==> src/rtl/palette_bank_ctrl_if.sv <==
// Palette controller bus: palette write port, bank-swap control and pixel lookup/result.
// Pure wiring, no latency; write back-pressure is carried by wr_ready, lookups have none.
// Ports: master = palette writer / pixel source side, slave = palette_bank_ctrl.
interface palette_bank_ctrl_if #(
  parameter int INDEX_W = 4,
  parameter int CH_W    = 4
);
  // palette write request, handshaked
  logic               wr_valid;
  logic               wr_ready;
  logic [INDEX_W-1:0] wr_index;
  logic [3*CH_W-1:0]  wr_rgb;
  // bank swap control and status
  logic               swap_req;
  logic               vsync;
  logic               swap_done;
  logic               active_bank;
  // pixel lookup request and faded result
  logic               pix_valid;
  logic [INDEX_W-1:0] pix_index;
  logic [CH_W-1:0]    fade_level;
  logic               out_valid;
  logic               out_transparent;
  logic [CH_W-1:0]    red;
  logic [CH_W-1:0]    green;
  logic [CH_W-1:0]    blue;

  modport master (
    output wr_valid, wr_index, wr_rgb, swap_req, vsync, pix_valid, pix_index, fade_level,
    input  wr_ready, swap_done, active_bank, out_valid, out_transparent, red, green, blue
  );

  modport slave (
    input  wr_valid, wr_index, wr_rgb, swap_req, vsync, pix_valid, pix_index, fade_level,
    output wr_ready, swap_done, active_bank, out_valid, out_transparent, red, green, blue
  );
endinterface

==> src/rtl/palette_bank_ctrl.sv <==
// Double-buffered colour palette: writes go to the shadow bank, lookups read the active bank, swap on vsync.
// Lookup latency 2 cycles, 1 per cycle; swap_done 1 cycle after the vsync that performs the swap.
// Backpressure: wr_ready drops only in the swap cycle (source holds the write); lookups are never stalled.
// Ports: Clk, Reset (async, active-high); bus (slave modport): wr_* write port, swap_req/vsync/swap_done/
//        active_bank swap control, pix_*/fade_level lookup in, out_valid/out_transparent/red/green/blue out.
module palette_bank_ctrl #(
  parameter int INDEX_W    = 4,
  parameter int CH_W       = 4,
  parameter int TRANSP_IDX = 0
) (
  input  logic                 Clk,
  input  logic                 Reset,
  palette_bank_ctrl_if.slave   bus
);
  localparam int DEPTH  = 1 << INDEX_W;
  localparam int RGB_W  = 3 * CH_W;
  localparam int PROD_W = 2 * CH_W + 1;

  typedef enum logic {
    SWAP_IDLE,
    SWAP_ARMED
  } swap_state_t;

  swap_state_t state, state_nxt;
  logic        swap_fire;
  logic        wr_fire;

  logic [1:0][DEPTH-1:0][RGB_W-1:0] banks;
  logic                             active;
  logic                             done_q;

  logic             s1_vld;
  logic             s1_transp;
  logic [RGB_W-1:0] s1_rgb;
  logic [CH_W-1:0]  s1_fade;

  logic             out_vld;
  logic             out_transp;
  logic [CH_W-1:0]  red_q;
  logic [CH_W-1:0]  green_q;
  logic [CH_W-1:0]  blue_q;

  // (ch * (lvl+1)) >> CH_W: lvl all-ones gives ch*2^CH_W >> CH_W = ch exactly.
  function automatic logic [CH_W-1:0] scale(input logic [CH_W-1:0] ch, input logic [CH_W-1:0] lvl);
    logic [PROD_W-1:0] prod;
    prod = PROD_W'(ch) * (PROD_W'(lvl) + PROD_W'(1));
    return CH_W'(prod >> CH_W);
  endfunction

  // Swap arming: extra swap_req while armed is absorbed; a swap_req arriving
  // with vsync in the idle state only arms, the swap waits for the next vsync.
  always_ff @(posedge Clk or posedge Reset) begin
    if (Reset) state <= SWAP_IDLE;
    else       state <= state_nxt;
  end

  always_comb begin
    state_nxt = state;
    swap_fire = 1'b0;
    case (state)
      SWAP_IDLE:  if (bus.swap_req) state_nxt = SWAP_ARMED;
      SWAP_ARMED: if (bus.vsync) begin
        swap_fire = 1'b1;
        state_nxt = SWAP_IDLE;
      end
      default:    state_nxt = SWAP_IDLE;
    endcase
  end

  // Writes are held off in the swap cycle so they always land in the bank
  // that is shadow after the edge, never in the bank becoming active.
  assign bus.wr_ready = ~Reset & ~swap_fire;
  assign wr_fire      = bus.wr_valid & bus.wr_ready;

  always_ff @(posedge Clk or posedge Reset) begin
    if (Reset) begin
      banks  <= '0;
      active <= 1'b0;
      done_q <= 1'b0;
    end else begin
      if (wr_fire) banks[~active][bus.wr_index] <= bus.wr_rgb;
      if (swap_fire) active <= ~active;
      done_q <= swap_fire;
    end
  end

  // Stage 1 samples the bank active at this edge (pre-swap in the swap cycle);
  // stage 2 applies the fade. Data registers only load on valid so the
  // outputs hold their last result between lookups.
  always_ff @(posedge Clk or posedge Reset) begin
    if (Reset) begin
      s1_vld     <= 1'b0;
      s1_transp  <= 1'b0;
      s1_rgb     <= '0;
      s1_fade    <= '0;
      out_vld    <= 1'b0;
      out_transp <= 1'b0;
      red_q      <= '0;
      green_q    <= '0;
      blue_q     <= '0;
    end else begin
      s1_vld <= bus.pix_valid;
      if (bus.pix_valid) begin
        s1_rgb    <= banks[active][bus.pix_index];
        s1_transp <= (bus.pix_index == INDEX_W'(TRANSP_IDX));
        s1_fade   <= bus.fade_level;
      end
      out_vld <= s1_vld;
      if (s1_vld) begin
        out_transp <= s1_transp;
        red_q      <= scale(s1_rgb[RGB_W-1 -: CH_W], s1_fade);
        green_q    <= scale(s1_rgb[2*CH_W-1 -: CH_W], s1_fade);
        blue_q     <= scale(s1_rgb[CH_W-1:0], s1_fade);
      end
    end
  end

  assign bus.swap_done       = done_q;
  assign bus.active_bank     = active;
  assign bus.out_valid       = out_vld;
  assign bus.out_transparent = out_transp;
  assign bus.red             = red_q;
  assign bus.green           = green_q;
  assign bus.blue            = blue_q;
endmodule

==> src/flat_wrapper.sv <==
// flat-port wrapper written by rule: the top's interface ports become plain ports
module palette_bank_ctrl_flat 
#(
  parameter int INDEX_W    = 4,
  parameter int CH_W       = 4,
  parameter int TRANSP_IDX = 0
)
  (Clk, Reset, bus_wr_valid, bus_wr_index, bus_wr_rgb, bus_swap_req, bus_vsync, bus_pix_valid, bus_pix_index, bus_fade_level, bus_wr_ready, bus_swap_done, bus_active_bank, bus_out_valid, bus_out_transparent, bus_red, bus_green, bus_blue);
  palette_bank_ctrl_if #(.INDEX_W(INDEX_W), .CH_W(CH_W)) bus_i ();
  input  logic Clk;
  input  logic Reset;
  input wire logic [$bits(bus_i.wr_valid)-1:0] bus_wr_valid;
  input wire logic [$bits(bus_i.wr_index)-1:0] bus_wr_index;
  input wire logic [$bits(bus_i.wr_rgb)-1:0] bus_wr_rgb;
  input wire logic [$bits(bus_i.swap_req)-1:0] bus_swap_req;
  input wire logic [$bits(bus_i.vsync)-1:0] bus_vsync;
  input wire logic [$bits(bus_i.pix_valid)-1:0] bus_pix_valid;
  input wire logic [$bits(bus_i.pix_index)-1:0] bus_pix_index;
  input wire logic [$bits(bus_i.fade_level)-1:0] bus_fade_level;
  output wire logic [$bits(bus_i.wr_ready)-1:0] bus_wr_ready;
  output wire logic [$bits(bus_i.swap_done)-1:0] bus_swap_done;
  output wire logic [$bits(bus_i.active_bank)-1:0] bus_active_bank;
  output wire logic [$bits(bus_i.out_valid)-1:0] bus_out_valid;
  output wire logic [$bits(bus_i.out_transparent)-1:0] bus_out_transparent;
  output wire logic [$bits(bus_i.red)-1:0] bus_red;
  output wire logic [$bits(bus_i.green)-1:0] bus_green;
  output wire logic [$bits(bus_i.blue)-1:0] bus_blue;
  assign bus_i.wr_valid = bus_wr_valid;
  assign bus_i.wr_index = bus_wr_index;
  assign bus_i.wr_rgb = bus_wr_rgb;
  assign bus_i.swap_req = bus_swap_req;
  assign bus_i.vsync = bus_vsync;
  assign bus_i.pix_valid = bus_pix_valid;
  assign bus_i.pix_index = bus_pix_index;
  assign bus_i.fade_level = bus_fade_level;
  assign bus_wr_ready = bus_i.wr_ready;
  assign bus_swap_done = bus_i.swap_done;
  assign bus_active_bank = bus_i.active_bank;
  assign bus_out_valid = bus_i.out_valid;
  assign bus_out_transparent = bus_i.out_transparent;
  assign bus_red = bus_i.red;
  assign bus_green = bus_i.green;
  assign bus_blue = bus_i.blue;
  palette_bank_ctrl #(.INDEX_W(INDEX_W), .CH_W(CH_W), .TRANSP_IDX(TRANSP_IDX)) u_core (.Clk(Clk), .Reset(Reset), .bus(bus_i));
endmodule
==> config.mk <==
export PLATFORM = sky130hd
export DESIGN_NAME = palette_bank_ctrl_flat
export DESIGN_NICKNAME = d
export VERILOG_FILES = /design/src/rtl/palette_bank_ctrl_if.sv /design/src/rtl/palette_bank_ctrl.sv /design/src/flat_wrapper.sv
export SDC_FILE = /design/constraint.sdc
export NUM_CORES = 1
export LEC_CHECK = 0
export CAP_MARGIN = 20
export CORE_ASPECT_RATIO = 1.5
export CORE_MARGIN = 2
export CORE_UTILIZATION = 50
export CTS_CLUSTER_SIZE = 10
export DETAILED_ROUTE_END_ITERATION = 7
export PLACE_DENSITY = 0.66
export SLEW_MARGIN = 20
export SYNTH_ARGS = -nofsm -noshare
export SYNTH_HDL_FRONTEND = slang
export SYNTH_SLANG_ARGS = --single-unit
export TNS_END_PERCENT = 20
==> constraint.sdc <==
create_clock -name Clk -period 23.7 [get_ports Clk]
set_clock_uncertainty 0.2 [all_clocks]
set_input_delay 4.74 -clock Clk [delete_from_list [all_inputs] [get_ports Clk]]
set_output_delay 4.74 -clock Clk [all_outputs]
set_load 0.01 [all_outputs]
==> results of run 1 <==
per-layer routing:
metal / vias to the layer above / GRT usage / wire, um
li1: 5361 / - / -
met1: 6435 / 0.286 / 19500
met2: 239 / 0.420 / 25200
met3: 129 / 0.0307 / 1520
met4: 2 / 0.139 / 3030
met5: - / 0 / 16
logic make-up after synthesis:
family                     after synthesis  share of synthesized area
AOI/OAI and AO/OA                      107                     0.0381
xor gates and xnor gates                14                    0.00602
adders and majority gates               43                     0.0320
buffers and inverters                  148                     0.0328
DFF                                    419                      0.515
muxes                                  539                      0.319
and+or+nand+nor                        205                     0.0572
metrics by stage:
stage | instances | hold WS (ps)
after CTS | 1992 | 290
after global routing | 1993 | 304
after detailed placement | 1936 | 276
after floorplan | 1475 | 193
after global placement | 1935 | 262
final | 1995 | 284
Yosys cell counts (all sizes together):
master	number	area (sq um)
inv	29	109
nand2b	21	134
nor2b	15	93.8
a22oi	57	428
a211oi	3	22.5
xnor2	8	70.1
a31oi	3	18.8
a2111o	3	33.8
ha	28	350
a31o	1	8.76
mux2i	97	971
and3	2	12.5
and2	25	156
o2bb2ai	3	26.3
nand4b	12	105
nand3b	1	7.51
nor4	3	37.5
nor4b	2	30.0
dfrtp	419	10500
or4b	1	13.8
mux4	48	1080
nand4	14	87.6
fa	15	300
buf	50	292
xor2	6	52.6
o21ai	4	20.0
a22o	6	52.6
mux2	394	4440
or2	1	6.26
clkbuf	69	267
nor2	17	71.3
nor3	6	41.3
o21bai	3	22.5
a21oi	18	90.1
nand3	37	185
o2111ai	6	52.6
nand2	48	183
power by group:
group | leakage (uW) | internal (uW) | switching (uW)
clock network | 0.000632 | 372 | 273
registers | 0.00561 | 875 | 83.8
logic | 0.00441 | 273 | 240
worst max-delay path, cell delays in order:
cell and delay, ps:
clkdlybuf4s50_1 440, nand2_2 130, inv_2 100, nor2_1 100, clkdlybuf4s50_1 540
state kept, by name (all words and copies together) (netlist names):
name,count
u_core.s1_vld,1
u_core.bus.out_transparent,1
u_core.bus.blue,4
u_core.s1_rgb,12
u_core.bus.out_valid,1
u_core.bus.green,4
u_core.s1_transp,1
u_core.banks,384
u_core.bus.active_bank,1
u_core.bus.red,4
u_core.state,1
u_core.bus.swap_done,1
u_core.s1_fade,4
path summary, 6_finish.rpt:
check                                       end  slack [ps]  depth (start not counted)
max in group asynchronous     u_core.banks[253]       16970                          4
min in group asynchronous  u_core.bus.swap_done        4630                          2
min                          u_core.bus.blue[1]         280                          1
max                                bus_wr_ready       12700                          5
min reg2reg                  u_core.bus.blue[1]         280                          1
max reg2reg                 u_core.bus.green[2]       19290                         11
layout make-up:
| cell class | instances | area [sq um] | area share |
|---|---|---|---|
| diodes | 2 | 5.00 | 0.000223 |
| inverters | 29 | 116 | 0.00518 |
| flip-flops and latches | 419 | 10500 | 0.467 |
| clock buffers | 54 | 1270 | 0.0563 |
| repair buffers | 75 | 692 | 0.0308 |
| multi-input cells | 908 | 9250 | 0.412 |
| well taps | 506 | 633 | 0.0282 |
| clock inverters | 2 | 25.0 | 0.00111 |
==> reports/metrics.cfg, run 1 <==
[run_status]
status = finished clean

[setup_path]
crit_start = bus_vsync
critPathKind = primary input to output port
r2r-start = u_core.s1_fade[0]
worstPathRequired_ps = 18760
cp-end-kind = output port
cp-start-kind = primary input
critPathMaxFanout = 7
critPathArrivalTime_ps = 6060

[global_route]
gr-total-overflow = 0
grt_pass1_vias = 13100
grt.total_usage = 0.241
grt_pass1_wl_mm = 76.9
antenna_found_initial = 1
grt_max_degree = 201

[floorplan]
num_rows = 90
die_w_um = 169
floorplan.initialDensity = 0.506
io_pins = 47
fp.dieH_um = 251
dieArea_sq_mm = 0.0424
core-area_sq_mm = 0.0402

[timing]
tns_ps = 0
rsz0062_at_grt = no
hold_violations = 0
setup_viol = 0
timing.final.ws_setup_ps = 12700
period_minus_slack_ps = 11000
fmaxAchievable_mhz = 90.9
tightest_slew_ps = 1150
period_share = 0.464
slew-limit-headroom = 0.229
finalMaxSlewViolations = 0

[route]
wl_mm = 49.4
first_pass_iters = 5
vias_per_cell = 6.10
drcViolationCount = 0
drt-initial-drc-count = 662
vias = 12200
ant_nets = 0
wl_per_cell_um = 24.7

[synth]
synth-seq-cells = 419
syn_nets = 1548
syn_avg_cell_area_sq_um = 13.8
ys_types = 47
yosysSeqAreaShare = 0.515
syn-cell-area_sq_mm = 0.0204
syn_inst = 1475
yosysWarnings = 0

[flow_run]
maxCapViolCount = 0

[finish]
final_cell_area_sq_mm = 0.0225
final_common_cell = dfrtp_1
postLayoutCoreUtil = 0.559
fillers = 3277
final_layout_size_suffix_gt1_frac = 0.366
syn_to_final_growth_pct = 10.4
mostFrequentLayoutCells = dfrtp_1, mux2_2, mux2i_1
layout.nets = 1554

[placement]
gp_congestion = 0.808
hpwlAfterDp_mm = 31.3
dpl_cell_area_sq_mm = 0.0212
portBuffers = 46
pre_cts_ws_ps = 12710

[cts]
cts-root-buf = clkbuf_16
cts-resized-gates = 0
tritoncts = yes
cts_buffers = 48
htree_levels = 2
clk_pin_slew_worst_paths_ps = 50
cts_setup_buffers = 0
cts.sinks = 419
cts_hold_buf = 0
clk_latency_ps = 560
cts.path.max_buffers = 3

[power]
p_per_area_mw_per_mm2 = 94.2
power_uw = 2120
cellLeakagePower_uw = 0.0107
peakVddDrop_mv = 0.0524

[worst_hold_path]
holdCritPathClass = flop to flop
min-delay-start = u_core.bus.blue[1]

(Power assumes the default switching activity.)
==> run 2, diff against run 1 <==
- PLACE_DENSITY: 0.66 -> 0.69
- clock period: 23.7 -> 10 ns (I/O delays scaled with it)
==> run 2 against run 1 <==
Effect of this change: flip-flop and latch count unchanged; critical path depth unchanged; wire length down 0.99%; combinational power rose by 130%; largest power group unchanged; worst setup slack got worse by 8200 ps; sequential share of layout area hardly changed.
==> reports/metrics.cfg, run 2 (same netlist as run 1, synthesis figures left out) <==
[run_status]
status = finished clean  ; unchanged

[floorplan]
io_pins = 47  ; unchanged
core-area_sq_mm = 0.0402  ; unchanged
fp.dieH_um = 251  ; unchanged
die_w_um = 169  ; unchanged
floorplan.initialDensity = 0.506  ; unchanged
dieArea_sq_mm = 0.0424  ; unchanged
num_rows = 90  ; unchanged

[timing]
tns_ps = 0  ; unchanged
rsz0062_at_grt = no  ; unchanged
period_minus_slack_ps = 5510
timing.final.ws_setup_ps = 4490  ; was 12,700 ps
finalMaxSlewViolations = 0  ; unchanged
slew-limit-headroom = 0.225  ; was 0.229
period_share = 0.551
hold_violations = 0  ; unchanged
fmaxAchievable_mhz = 181
setup_viol = 0  ; unchanged
tightest_slew_ps = 1160  ; was 1150 ps

[route]
vias_per_cell = 6.12  ; was 6.10
drcViolationCount = 0  ; unchanged
wl_per_cell_um = 24.5  ; was 24.7 um
first_pass_iters = 5  ; unchanged
vias = 12200  ; about the same
wl_mm = 48.9  ; was 49.4 mm
drt-initial-drc-count = 799  ; was 662
ant_nets = 0  ; unchanged

[setup_path]
critPathMaxFanout = 7  ; unchanged
r2r_slack_ps = 5500  ; was 19,290 ps
path_common_cell = clkdlybuf4s50_1  ; unchanged
cp-start-kind = primary input  ; unchanged
r2r-start = u_core.s1_fade[0]  ; unchanged
worstPathRequired_ps = 7800  ; was 18,760 ps
cp-endpoint = bus_wr_ready  ; unchanged
cp-end-kind = output port  ; unchanged
critPathKind = primary input to output port  ; unchanged
reg2reg_to = u_core.bus.green[2]  ; unchanged
slowest_delay_ps = 540  ; about the same
worstRegToRegCells = 11  ; unchanged
critPathArrivalTime_ps = 3310  ; was 6060 ps
worstPathCellList = clkdlybuf4s50_1, nand2_2, inv_2, nor2_1, clkdlybuf4s50_1  ; unchanged
crit_start = bus_vsync  ; unchanged
crit_slowest_cell = clkdlybuf4s50_1  ; unchanged

[placement]
dpl_cell_area_sq_mm = 0.0212  ; about the same
gp_congestion = 0.824  ; was 0.808
dp.cells = 1941  ; was 1,936
hpwlAfterDp_mm = 31.5  ; was 31.3 mm
pre_cts_ws_ps = 4480  ; was 12,710 ps
portBuffers = 46  ; unchanged

[worst_hold_path]
min-delay-start = u_core.banks[56]  ; was u_core.bus.blue[1]
holdCritPathClass = flop to flop  ; unchanged

[finish]
mostFrequentLayoutCells = dfrtp_1, mux2_2, mux2i_1  ; unchanged
fin_cells = 1997  ; was 1,995
antenna_cells = 0  ; was 2
fillers = 3219  ; was 3,277
top_regs = u_core.banks (384), u_core.s1_rgb (12)  ; unchanged
largest_register_ffs = 384  ; unchanged
final_cell_area_sq_mm = 0.0225  ; about the same
layout.nets = 1558  ; was 1,554
final_common_cell = dfrtp_1  ; unchanged
regMostFlops = u_core.banks  ; unchanged
final_layout_size_suffix_gt1_frac = 0.366  ; about the same
syn_to_final_growth_pct = 10.5  ; was 10.4%

[power]
p_int_uw = 3610  ; was 1520 uW
peakVddDrop_mv = 0.162  ; was 0.0524 mV
seq_power_share = 0.464  ; was 0.453
p_sw_frac = 0.281  ; was 0.282
combPwrFrac = 0.232  ; was 0.243
clkPwrFrac = 0.305  ; was 0.304
power_uw = 5020  ; was 2120 uW
cellLeakagePower_uw = 0.0107  ; about the same
p_switching_uw = 1410  ; was 597 uW
p_per_area_mw_per_mm2 = 223  ; was 94.2 mW/mm^2

[cts]
cts_hold_buf = 0  ; unchanged
htree_levels = 2  ; unchanged
cts.sinks = 419  ; unchanged
cts-resized-gates = 0  ; unchanged
cts_setup_buffers = 0  ; unchanged
cts-root-buf = clkbuf_16  ; unchanged
clk_pin_slew_worst_paths_ps = 50  ; about the same
cts.path.max_buffers = 3  ; unchanged
clk_latency_ps = 560  ; about the same
cts_buffers = 48  ; unchanged
tritoncts = yes  ; unchanged

[flow_run]
maxCapViolCount = 0  ; unchanged

[global_route]
antenna_found_initial = 1  ; unchanged
gr-total-overflow = 0  ; unchanged
grt_max_degree = 140  ; was 201
grt.total_usage = 0.236  ; was 0.241
grt_pass1_vias = 13100  ; about the same
grt_pass1_wl_mm = 76.1  ; was 76.9 mm

[run 2: power groups by stage]
| stage | sequential [uW] | clock (uW) | combinational, uW |
|---|---|---|---|
| finish | 2330 | 1530 | 1160 |
| global route | 2370 | 1620 | 1260 |
| CTS | 2320 | 1560 | 1170 |
| detailed placement | 2350 | 0 | 1170 |
| global placement | 2320 | 0 | 1140 |
| floorplan | 2240 | 0 | 961 |
[run 2: stage by stage]
stage          hold slack, ps   util
2_1_floorplan             193      -
3_3_place_gp              265  0.527
3_5_place_dp              274  0.527
4_1_cts                   287  0.559
5_1_grt                   293  0.559
6_report                  285  0.559
[run 2: worst min path at each step]
stage / endpoint / slack [ps] / depth (start not counted)
final: u_core.banks[56] / 280 / 1
after global routing: u_core.bus.green[1] / 290 / 1
after CTS: u_core.banks[52] / 290 / 1
after detailed placement: u_core.bus.green[1] / 270 / 1
after global placement: u_core.banks[52] / 270 / 1
after floorplan: u_core.bus.out_valid / 190 / 0
[run 2: area by class of cell]
| cell class | instances | area (sq um) | share of cell area |
|---|---|---|---|
| sequential | 419 | 10500 | 0.467 |
| clock inverter | 5 | 57.6 | 0.00256 |
| multi-input combinational | 908 | 9250 | 0.411 |
| tap | 506 | 633 | 0.0282 |
| clock buffer | 51 | 1230 | 0.0549 |
| timing repair buffer | 79 | 712 | 0.0317 |
| inverter | 29 | 113 | 0.00501 |
[run 2: routing by layer]
metal	wire (um)	global-route usage	part of all wire
met2	26000	0.430	0.53
met5	13	0	0.00027
met4	2300	0.112	0.047
met3	1440	0.0258	0.030
met1	19100	0.277	0.39
[run 2: critical path, delay by kind of cell]
kind,cells,cell delay (ps)
simple gates,2,230
buf+inv,3,1080
==> run 3, diff against run 2 <==
- PLACE_DENSITY: 0.69 -> 0.66
- clock period: 10 -> 5.4 ns (I/O delays scaled with it)
==> run 3 against run 2 <==
Effect of this change: worst hold slack worse by 0.62 ps; power rose by 85%; critical endpoint is now u_core.bus.green[2]; highest routed layer unchanged; count of clock-buffer cells in the layout did not move; wire length grew 1.3%; worst setup slack worse by 3400 ps; via count fell by 1.2%; non-clock buffer count grew 3.
==> reports/metrics.cfg, run 3 (same netlist as run 1, synthesis figures left out) <==
[placement]
portBuffers = 46  ; unchanged
pre_cts_ws_ps = 1080  ; was 4480 ps
gp_congestion = 0.845  ; was 0.824
dpl_cell_area_sq_mm = 0.0213  ; was 0.0212 sq mm
hpwlAfterDp_mm = 31.5  ; about the same

[setup_path]
worstPathRequired_ps = 5640  ; was 7800 ps
critPathArrivalTime_ps = 4550  ; was 3310 ps
critPathKind = flop to flop  ; was primary input to output port
cp-start-kind = flop  ; was primary input
critPathMaxFanout = 13  ; was 7
cp-end-kind = flop  ; was output port

[run_status]
status = finished clean  ; unchanged

[floorplan]
floorplan.initialDensity = 0.506  ; unchanged
fp.dieH_um = 251  ; unchanged
die_w_um = 169  ; unchanged
io_pins = 47  ; unchanged
num_rows = 90  ; unchanged
dieArea_sq_mm = 0.0424  ; unchanged
core-area_sq_mm = 0.0402  ; unchanged

[global_route]
antenna_found_initial = 1  ; unchanged
grt_max_degree = 154  ; was 140
grt.total_usage = 0.240  ; was 0.236
grt_pass1_vias = 12900  ; was 13.1k
grt_pass1_wl_mm = 76.8  ; was 76.1 mm
gr-total-overflow = 0  ; unchanged

[cts]
cts_buffers = 48  ; unchanged
clk_pin_slew_worst_paths_ps = 50  ; about the same
clk_latency_ps = 560  ; about the same
cts_hold_buf = 0  ; unchanged
cts_setup_buffers = 0  ; unchanged
cts.sinks = 419  ; unchanged
cts.path.max_buffers = 3  ; unchanged
htree_levels = 2  ; unchanged
cts-resized-gates = 0  ; unchanged
tritoncts = yes  ; unchanged
cts-root-buf = clkbuf_16  ; unchanged

[timing]
hold_violations = 0  ; unchanged
slew-limit-headroom = 0.339  ; was 0.225
period_share = 0.798
fmaxAchievable_mhz = 232
tightest_slew_ps = 989  ; was 1160 ps
rsz0062_at_grt = no  ; unchanged
timing.final.ws_setup_ps = 1090  ; was 4490 ps
period_minus_slack_ps = 4310
finalMaxSlewViolations = 0  ; unchanged
setup_viol = 0  ; unchanged

[finish]
final_layout_size_suffix_gt1_frac = 0.369  ; was 0.366
mostFrequentLayoutCells = dfrtp_1, mux2_2, mux2i_1  ; unchanged
regMostFlops = u_core.banks  ; unchanged
largest_register_ffs = 384  ; unchanged
syn_to_final_growth_pct = 10.7  ; was 10.5%
final_cell_area_sq_mm = 0.0225  ; about the same
fillers = 3267  ; was 3,219
antenna_cells = 0  ; unchanged
final_common_cell = dfrtp_1  ; unchanged
layout.nets = 1561  ; was 1,558
top_regs = u_core.banks (384), u_core.s1_rgb (12)  ; unchanged

[route]
ant_nets = 0  ; unchanged
vias_per_cell = 6.04  ; was 6.12
routed-wl-met2_mm = 26.0  ; about the same
m1WireLength_mm = 19.9  ; was 19.1 mm
drt-initial-drc-count = 707  ; was 799
vias = 12100  ; was 12.2k
topRoutingLayerUsed = met5  ; unchanged
wl_met3_mm = 1.61  ; was 1.44 mm
wl_per_cell_um = 24.8  ; was 24.5 um
wl_mm = 49.5  ; was 48.9 mm
drcViolationCount = 0  ; unchanged
first_pass_iters = 5  ; unchanged

[power]
peakVddDrop_mv = 0.282  ; was 0.162 mV
power_uw = 9270  ; was 5020 uW
cellLeakagePower_uw = 0.0107  ; about the same
p_per_area_mw_per_mm2 = 412  ; was 223 mW/mm^2

[flow_run]
maxCapViolCount = 0  ; unchanged

[worst_hold_path]
holdCritPathClass = flop to flop  ; unchanged

[run 3: cell count changes in the layout (fill, tap and decap cells not counted), sizes merged]
cell           change
bufinv             -1
buf                +4
clkdlybuf4s50      -1
[run 3: worst paths after layout]
| check | slack [ps] | endpoint | depth (start not counted) | startpoint |
|---|---|---|---|---|
| min in group asynchronous | 820 | u_core.banks[77] | 2 | Reset |
| max reg2reg | 1090 | u_core.bus.green[2] | 11 | u_core.s1_fade[0] |
| max in group asynchronous | 2960 | u_core.banks[253] | 3 | Reset |
| min | 280 | u_core.banks[55] | 1 | u_core.banks[55] |
| max | 1090 | u_core.bus.green[2] | 11 | u_core.s1_fade[0] |
| min reg2reg | 280 | u_core.banks[55] | 1 | u_core.banks[55] |
[run 3: routing by layer]
metal	vias to the layer above	global-route usage
met5	-	0
met4	2	0.101
met2	233	0.432
met1	6376	0.288
li1	5365	-
met3	96	0.0301
[run 3: power by group]
group | leakage, uW | total (uW) | switching [uW] | internal [uW]
Clock | 0.000629 | 2810 | 1200 | 1610
Combinational | 0.00445 | 2190 | 989 | 1200
Sequential | 0.00561 | 4270 | 434 | 3840
Total | 0.0107 | 9270 | 2620 | 6650
[run 3: final cells by class]
| cell class | count | area, sq um | share of cell area |
|---|---|---|---|
| flip-flops and latches | 419 | 10500 | 0.466 |
| multi-input cells | 908 | 9250 | 0.411 |
| clock buffers | 51 | 1240 | 0.0552 |
| repair buffers | 82 | 763 | 0.0339 |
| well taps | 506 | 633 | 0.0281 |
| inverters | 29 | 113 | 0.00500 |
| clock inverters | 4 | 31.3 | 0.00139 |
[run 3: worst max-delay path: stages, from the launching register on]
cell	delay, ps
dfrtp_1	570
ha_1	310
xor2_1	680
nand2_1	180
fa_1	490
fa_1	520
inv_1	40
ha_1	340
nand4b_1	140
o2111ai_1	340
xor2_1	110
mux2_2	270
[run 3: through the flow]
step / instances / setup TNS, ps / util / hold WS, ps
after floorplan: 1475 / -641710 / - / 193
after global placement: 1944 / 0 / 0.529 / 266
after detailed placement: 1944 / 0 / 0.529 / 275
after CTS: 1999 / 0 / 0.561 / 286
after global routing: 1999 / 0 / 0.560 / 300
final: 1999 / 0 / 0.560 / 284
